$ cat config.mk
export PLATFORM = sky130hd
export DESIGN_NAME = slot_reel_engine
export DESIGN_NICKNAME = d
export VERILOG_FILES = /design/src/rtl/slot_reel_engine.sv
export SDC_FILE = /design/constraint.sdc
export NUM_CORES = 1
export LEC_CHECK = 0
export CORE_MARGIN = 3
export CORE_UTILIZATION = 45
export CTS_CLUSTER_DIAMETER = 200
export CTS_CLUSTER_SIZE = 10
export DETAILED_ROUTE_END_ITERATION = 6
export GPL_TIMING_DRIVEN = 0
export PLACE_DENSITY = 0.72
export SETUP_SLACK_MARGIN = 0.2
export SYNTH_ARGS = -nofsm -noshare
export SYNTH_HDL_FRONTEND = slang
export SYNTH_SLANG_ARGS = --single-unit
$ cat constraint.sdc
create_clock -name clk -period 2.28 [get_ports clk]
set_input_delay 0.456 -clock clk [delete_from_list [all_inputs] [get_ports clk]]
set_output_delay 0.456 -clock clk [all_outputs]
set_load 0.05 [all_outputs]
$ cat src/rtl/slot_reel_engine.sv
// slot_reel_engine: three LFSR-driven reels with a staggered stop, match evaluation and a win flag
module slot_reel_engine #(
    parameter int SYM_W    = 3,
    parameter int TICK_DIV = 4,
    parameter int STOP_GAP = 8
) (
    input  logic             clk,
    input  logic             rst,
    input  logic [1:0]       state,
    output logic [SYM_W-1:0] reel0,
    output logic [SYM_W-1:0] reel1,
    output logic [SYM_W-1:0] reel2,
    output logic             settled,
    output logic [1:0]       match_count,
    output logic             win_flag
);
    localparam int TW = $clog2(TICK_DIV + 1);
    localparam int GW = $clog2(STOP_GAP + 1);
    localparam logic [1:0] G_SET = 2'b00;
    localparam logic [1:0] G_RUN = 2'b01;

    typedef enum logic [2:0] {IDLE, SPIN, STAG, EVAL, HOLD} fsm_t;

    fsm_t             fsm_q, fsm_d;
    logic [15:0]      lfsr_q, lfsr_d;
    logic [TW-1:0]    tick_q, tick_d;
    logic [GW-1:0]    gap_q, gap_d;
    logic             frz1_q, frz1_d;
    logic [SYM_W-1:0] reel_q [3];
    logic [SYM_W-1:0] reel_d [3];
    logic             settled_q, settled_d;
    logic [1:0]       match_q, match_d;
    logic             win_q, win_d;
    logic             tick_hit, gap_hit;
    logic [2:0]       adv;

    assign reel0       = reel_q[0];
    assign reel1       = reel_q[1];
    assign reel2       = reel_q[2];
    assign settled     = settled_q;
    assign match_count = match_q;
    assign win_flag    = win_q;

    // Next-state: free-running LFSR, tick/gap counters, reel stepping and the spin/stop/evaluate sequence
    always_comb begin
        fsm_d     = fsm_q;
        lfsr_d    = {lfsr_q[14:0], lfsr_q[15] ^ lfsr_q[13] ^ lfsr_q[12] ^ lfsr_q[10]};
        tick_hit  = tick_q == TW'(TICK_DIV - 1);
        gap_hit   = gap_q == GW'(STOP_GAP - 1);
        tick_d    = tick_hit ? '0 : tick_q + TW'(1);
        gap_d     = '0;
        frz1_d    = frz1_q;
        adv       = '0;
        settled_d = settled_q;
        match_d   = match_q;
        win_d     = win_q;
        case (fsm_q)
            IDLE: begin
                tick_d = '0;
                if (state == G_RUN) fsm_d = SPIN;
            end
            SPIN: begin
                frz1_d = 1'b0;
                if (state == G_SET) fsm_d = IDLE;
                else begin
                    adv = {3{tick_hit}};
                    if (state[1]) begin
                        fsm_d  = STAG;
                        adv[0] = 1'b0;
                    end
                end
            end
            STAG: begin
                gap_d = gap_hit ? '0 : gap_q + GW'(1);
                if (state == G_SET) fsm_d = IDLE;
                else begin
                    adv[1] = tick_hit && !frz1_q && !gap_hit;
                    adv[2] = tick_hit && !(gap_hit && frz1_q);
                    if (gap_hit) begin
                        frz1_d = 1'b1;
                        if (frz1_q) fsm_d = EVAL;
                    end
                end
            end
            EVAL: begin
                win_d     = reel_q[0] == reel_q[1] && reel_q[1] == reel_q[2];
                match_d   = win_d ? 2'd3 :
                            (reel_q[0] == reel_q[1] || reel_q[1] == reel_q[2] || reel_q[0] == reel_q[2]) ? 2'd2 : 2'd0;
                settled_d = 1'b1;
                fsm_d     = HOLD;
            end
            HOLD: begin
                if (state == G_SET) begin
                    fsm_d     = IDLE;
                    settled_d = 1'b0;
                    match_d   = 2'd0;
                    win_d     = 1'b0;
                end
            end
            default: fsm_d = IDLE;
        endcase
        for (int i = 0; i < 3; i++)
            reel_d[i] = adv[i] ? reel_q[i] + SYM_W'(1) + SYM_W'(lfsr_q[i]) : reel_q[i];
    end

    // State registers with asynchronous active-low reset
    always_ff @(posedge clk or negedge rst) begin
        if (!rst) begin
            fsm_q     <= IDLE;
            lfsr_q    <= 16'hACE1;
            tick_q    <= '0;
            gap_q     <= '0;
            frz1_q    <= 1'b0;
            settled_q <= 1'b0;
            match_q   <= 2'd0;
            win_q     <= 1'b0;
            for (int i = 0; i < 3; i++) reel_q[i] <= '0;
        end else begin
            fsm_q     <= fsm_d;
            lfsr_q    <= lfsr_d;
            tick_q    <= tick_d;
            gap_q     <= gap_d;
            frz1_q    <= frz1_d;
            settled_q <= settled_d;
            match_q   <= match_d;
            win_q     <= win_d;
            for (int i = 0; i < 3; i++) reel_q[i] <= reel_d[i];
        end
    end
endmodule

==> results of run 1 <==
==> routing by layer <==
metal	track usage, %	part of all wire (%)	wire length (um)
met5	0	0	0
met4	8.35	1.3	36
met3	5.49	4.5	127
met2	23.1	46	1300
met1	19.6	49	1380
==> cell families after synthesis <==
family	after synthesis	share of synthesized area, %
xor gates and xnor gates	16	8.25
DFF	39	58.0
AOI/OAI and AO/OA	15	5.67
adders and majority gates	8	5.89
buffers and inverters	16	4.93
muxes	5	3.39
and+or+nand+nor	38	13.8
==> synth_stat cells <==
cell       instances
xnor2_1            5
nand2_1            5
ha_1               8
a32o_1             1
a21oi_1            5
nor3b_4            1
nor2_1             9
mux2i_1            2
nor2b_1            1
a2111oi_0          1
nand3b_1           2
o211ai_1           2
o21a_1             1
dfstp_2            8
buf_2              1
inv_1             11
buf_6              2
and2b_1            2
or3b_1             1
buf_4              2
nor3_1             8
nand3_1            1
nand4b_1           1
and3b_2            1
dfrtp_1           31
nor3b_1            4
mux2_4             1
o21ai_2            1
xor2_1            11
a31oi_1            1
mux2_2             2
o21ai_0            3
and3b_1            1
nor3_4             1
==> state kept, by name (all words and copies together) (netlist names) <==
name and flops:
tick_q 3, match_count 2, reel0 3, gap_q 4, fsm_q 3, settled 1
reel2 3, lfsr_q 16, reel1 3, frz1_q 1
==> final cells by class <==
type	count	area (um2)	share of cell area (%)
well taps	46	57.6	2.81
multi-input cells	82	629	30.7
inverters	11	41.3	2.02
repair buffers	16	159	7.76
plain buffers	5	42.5	2.08
clock inverters	2	60.1	2.93
clock buffers	6	72.6	3.54
flip-flops and latches	39	986	48.1
==> report_power, final <==
part / leakage [uW] / internal [uW] / switching, uW
clock: 0.0000654 / 437 / 236
combinational: 0.000461 / 408 / 650
sequential: 0.000496 / 816 / 130
total: 0.00102 / 1660 / 1020
==> how the worst max path moves through the flow <==
stage               startpoint   endpoint  cells after the start
floorplan             fsm_q[2]   reel2[1]                      6
global placement           rst  lfsr_q[8]                      1
detailed placement    state[1]   reel2[1]                      5
CTS                   reel0[2]   reel0[2]                      1
global route          reel2[2]   reel2[2]                      1
finish                reel2[2]   reel2[2]                      1
==> through the flow <==
step | setup TNS [ns] | hold slack [ns] | setup WS [ns] | util, % | total power (uW)
finish | 0 | 0.261 | 0.251 | 58.6 | 2680
global route | 0 | 0.314 | 0.204 | 58.6 | 2850
CTS | 0 | 0.283 | 0.229 | 58.4 | 2710
detailed placement | 0 | 0.336 | 0.199 | 54.7 | 2030
global placement | -2.01 | 0.338 | -0.0668 | 54.9 | 2000
floorplan | 0 | 0.160 | 0.529 | - | 1730
==> what timing repair did <==
action                                 4_1_cts  5_1_grt
gates resized for setup                      3        3
setup buffers                                0        0
setup endpoints to repair                    3        3
endpoints found under the hold margin        0        0
hold buffers                                 0        0
pin swaps                                    0        0
==> run summary, run 1 <==
status - finished, final reports clean
vias in the first global route - 1063
crit-path max cell delay - 0.84 ns
crit path max fanout - 4
cells on worst reg2reg path - 6
Post-Syn Area - 1700 um2
IO buf count - 16
antenna violations before repair - 0
dpl cells - 199
clk buf depth - 2
layout cells sized above 1 - 17.4%
flops & latches, synth - 39
Seq/Total Area, Yosys - 58.0%
final setup vio count - 0
clk_lat worst skew - 0.29 ns
Vias - 1051
slew at the pin closest to its max-slew limit - 0.834 ns
Yosys top cell by area - dfrtp_1
Leak - 0.00102 uW
Final Max Tran Viols - 0
Critical Path Start Type - register
largest net degree at the start of global routing - 40
Num CTS Buffers - 5
die area - 4550 um2
# rows - 21
CP bufs+invs - 1
commonest cells after routing, fill and taps aside - 31 x dfrtp_1, 11 x inv_1, 11 x xor2_1
hpwl dp - 1.93 mm
DR WL/cell - 13.7 um
HP Class - input port to asynchronous set/reset pin
CP cell instances - clkdlybuf4s50_1
Req. time, crit path - 1.82 ns
critical path's slowest cell - clkdlybuf4s50_1
R2R Path End - reel2[1]
reg2reg start - fsm_q[2]
Final Hold Fails - 0
overall routing resource usage - 15.5%
Max Cap Viol - 0
DRC viols - 0
post-route clock period utilization - 89.0%
Yosys warnings - 0
Setup Crit Path Kind - register to output port
H-tree depth - 2
grt total ovfl - 0
RSZ-0062 raised after global routing - false
starting density of the core - 48.6%
Final Skew - 0.00756 ns
Placed Instance Area - 1910 um2
top post-synthesis cells by area - dfrtp_1 46%, dfstp_2 12%, ha_1 5.9%, xor2_1 5.7%, xnor2_1 2.6%
Vias per Instance - 5.08
routability cong. - 0.744
clk root buf - clkbuf_8
synthesized instance count - 137
Final Critical Period - 2.03 ns
fin nets - 172
r2r setup slk - 0.43 ns
post-synth cell types - 34
syn avg cell area - 12.4 um2
most common cell after layout, fill and taps aside - dfrtp_1
chip height - 67.4 um
CTS tree - yes
worst path arrival time - 1.57 ns
router iterations before antenna repair - 4
Final Cell Area - 2050 um2
Max Fclk - 0.493 GHz
Iter 0 DRT Violations - 33
top cell type's share of synthesized area - 45.7%
# fillers - 290
area grow syn2layout - 20.5%
CTS sink cnt - 39
cell family with most CP delay - buffers and inverters
post-route ant nets - 0
first-pass GRT wire length - 5.01 mm
power density over the cells - 1310 nW/um2
crit path capture type - output port
die width - 67.4 um
IO Pins - 17
core area - 3490 um2
clock slew at reported path FFs - 0.07 ns
Routed Wire Length - 2.84 mm
Syn Nets - 149
Max VDD drop - 0.000727 V
# diodes - 0
Rel. slew slack - 44.4%
Layout Cells excl Fill - 207
No activity file was read; power rests on OpenSTA's default activity.
==> run 2, diff against run 1 <==
CTS_CLUSTER_SIZE = default   (was 10)
==> results of run 2 <==
The final DEF is identical to that of run 1; final timing and power are the same.
==> run 3, diff against run 2 <==
PLACE_DENSITY = 0.65   (was 0.72)
==> run 3 against run 2 <==
  * Count of clock-buffer cells in the layout unchanged
  * Flip-flop and latch count unchanged
  * Sequential share of layout area increased by 1.0 points
  * Clock power fell by 34%
  * Global-route usage is 0.27 points lower
  * Clock skew down 0.0049 ns
  * Die area did not move
  * Critical path type unchanged
  * Worst setup slack improved by 0.010 ns
  * Non-clock buffer count unchanged
  * Critical endpoint unchanged
  * Critical path depth is the same
  * Register-to-register slack got worse by 0.04 ns
  * Fmax up 0.51%
==> run summary, run 3 (synthesized netlist as in run 1, its figures left out) <==
status - finished, final reports clean
first-pass GRT wire length - 4.98 mm (-0.56%)
CTS sink cnt - 39 (unchanged)
Vias per Instance - 4.95 (-2.6%)
largest net degree at the start of global routing - 40 (unchanged)
# rows - 21 (unchanged)
Num CTS Buffers - 5 (unchanged)
Critical Path Start Type - register
Hold-fix buffers, CTS - 0 (unchanged)
Layout Cells excl Fill - 207 (unchanged)
crit path max fanout - 4 (unchanged)
# fillers - 299 (+3.1%)
Req. time, crit path - 1.82 ns (about the same)
H-tree depth - 2 (unchanged)
clk root buf - clkbuf_8
Final Skew - 0.00267 ns (-0.00489 ns)
overall routing resource usage - 15.2% (-0.27 points)
CP bufs+invs - 1 (unchanged)
Max Fclk - 0.495 GHz (+0.51%)
RSZ-0062 raised after global routing - false
post-route ant nets - 0 (unchanged)
max reg flops - 16 (unchanged)
Overall Power - 2450 uW (-8.3%)
Flop pwr share - 38.3% (+3.0 points)
Setup Crit Path Kind - register to output port
power density over the cells - 1220 nW/um2 (-6.4%)
Biggest register - lfsr_q
routability cong. - 0.769 (+3.3%)
most common cell after layout, fill and taps aside - dfrtp_1
antenna violations before repair - 0 (unchanged)
Leak - 0.000995 uW (-2.6%)
grt total ovfl - 0 (unchanged)
Net Sw Frac - 40.9% (+3.0 points)
final setup vio count - 0 (unchanged)
Fin Setup TNS - 0 ns (unchanged)
CTS tree - yes
Max Cap Viol - 0 (unchanged)
CP cell instances - clkdlybuf4s50_1
IO buf count - 16 (unchanged)
chip height - 67.4 um (unchanged)
die area - 4550 um2 (unchanged)
clock slew at reported path FFs - 0.07 ns (about the same)
IO Pins - 17 (unchanged)
fin nets - 172 (unchanged)
critical path's slowest cell - clkdlybuf4s50_1
clk buf depth - 2 (unchanged)
Iter 0 DRT Violations - 66 (+100%)
core area - 3490 um2 (unchanged)
die width - 67.4 um (unchanged)
# diodes - 0 (unchanged)
Pint - 1450 uW (-13%)
Comb pwr share - 43.6% (+4.1 points)
reg2reg start - fsm_q[2]
dpl cells - 199 (unchanged)
crit-path max cell delay - 0.84 ns (about the same)
commonest cells after routing, fill and taps aside - 31 x dfrtp_1, 11 x inv_1, 11 x xor2_1
cell family with most CP delay - buffers and inverters
layout cells sized above 1 - 17.4% (unchanged)
Resize count post-CTS - 1 (-2)
Rel. slew slack - 44.0% (-0.44 points)
DRC viols - 0 (unchanged)
Largest regs - lfsr_q: 16 flops, gap_q: 4 flops
hpwl dp - 1.99 mm (+3.0%)
setup bufs post-CTS - 0 (unchanged)
Final Critical Period - 2.02 ns (-0.0104 ns)
Worst Setup SP - reel2[2]
HP Class - input port to asynchronous set/reset pin
clk_lat worst skew - 0.28 ns (about the same)
Max VDD drop - 0.000712 V (-2.0%)
Vias - 1024 (-2.6%)
starting density of the core - 48.6% (unchanged)
area grow syn2layout - 18.0%
Final Max Tran Viols - 0 (unchanged)
Clk network pwr share - 18.1% (-7.1 points)
slew at the pin closest to its max-slew limit - 0.841 ns (+0.00655 ns)
DR WL/cell - 13.8 um (+0.85%)
Final Hold Fails - 0 (unchanged)
Routed Wire Length - 2.86 mm (+0.85%)
worst path arrival time - 1.56 ns (about the same)
vias in the first global route - 1107 (+4.1%)
crit path capture type - output port
Net Switching - 1000 uW (-1.1%)
router iterations before antenna repair - 4 (unchanged)
post-route clock period utilization - 88.5% (-0.45 points)
run 3: power by group through the flow:
stage | clock [uW] | combinational (uW) | sequential (uW)
floorplan | 0 | 529 | 1200
global placement | 0 | 1050 | 949
detailed placement | 0 | 1080 | 955
CTS | 461 | 1090 | 946
global route | 487 | 1180 | 966
finish | 445 | 1070 | 940
run 3: path summary, 6_finish.rpt:
kind,slack [ns],endpoint,depth (start not counted)
max in group asynchronous,1.48,lfsr_q[2],1
setup reg to reg,0.39,reel2[1],6
setup / recovery,0.26,reel2[2],1
hold reg to reg,0.36,lfsr_q[9],0
hold / removal,0.27,settled,1
min in group clk,0.36,lfsr_q[9],0
run 3: layer usage:
layer / track usage, % / share of wire (%) / vias to the layer above
li1: - / - / 507
met1: 19.0 / 48 / 500
met2: 24.4 / 48 / 12
met3: 5.32 / 3.2 / 5
met4: 5.32 / 1.5 / 0
met5: 0 / 0 / -
run 3: final cells by class:
cell class	instances	area, um2	area share, %
Buffer	5	42.5	2.12
Clock buffer	6	72.6	3.62
Clock inverter	2	12.5	0.624
Inverter	11	41.3	2.06
Multi-Input combinational cell	82	629	31.4
Sequential cell	39	986	49.2
Tap cell	46	57.6	2.87
Timing Repair Buffer	16	164	8.17
run 3: stage by stage:
stage	setup WS (ns)	cell area (um2)	util [%]	hold WS [ns]
2_1_floorplan	0.529	1700	-	0.160
3_3_place_gp	-0.0903	1920	54.9	0.338
3_5_place_dp	0.212	1910	54.7	0.339
4_1_cts	0.231	2000	57.1	0.293
5_1_grt	0.203	2010	57.4	0.325
6_report	0.261	2010	57.4	0.273
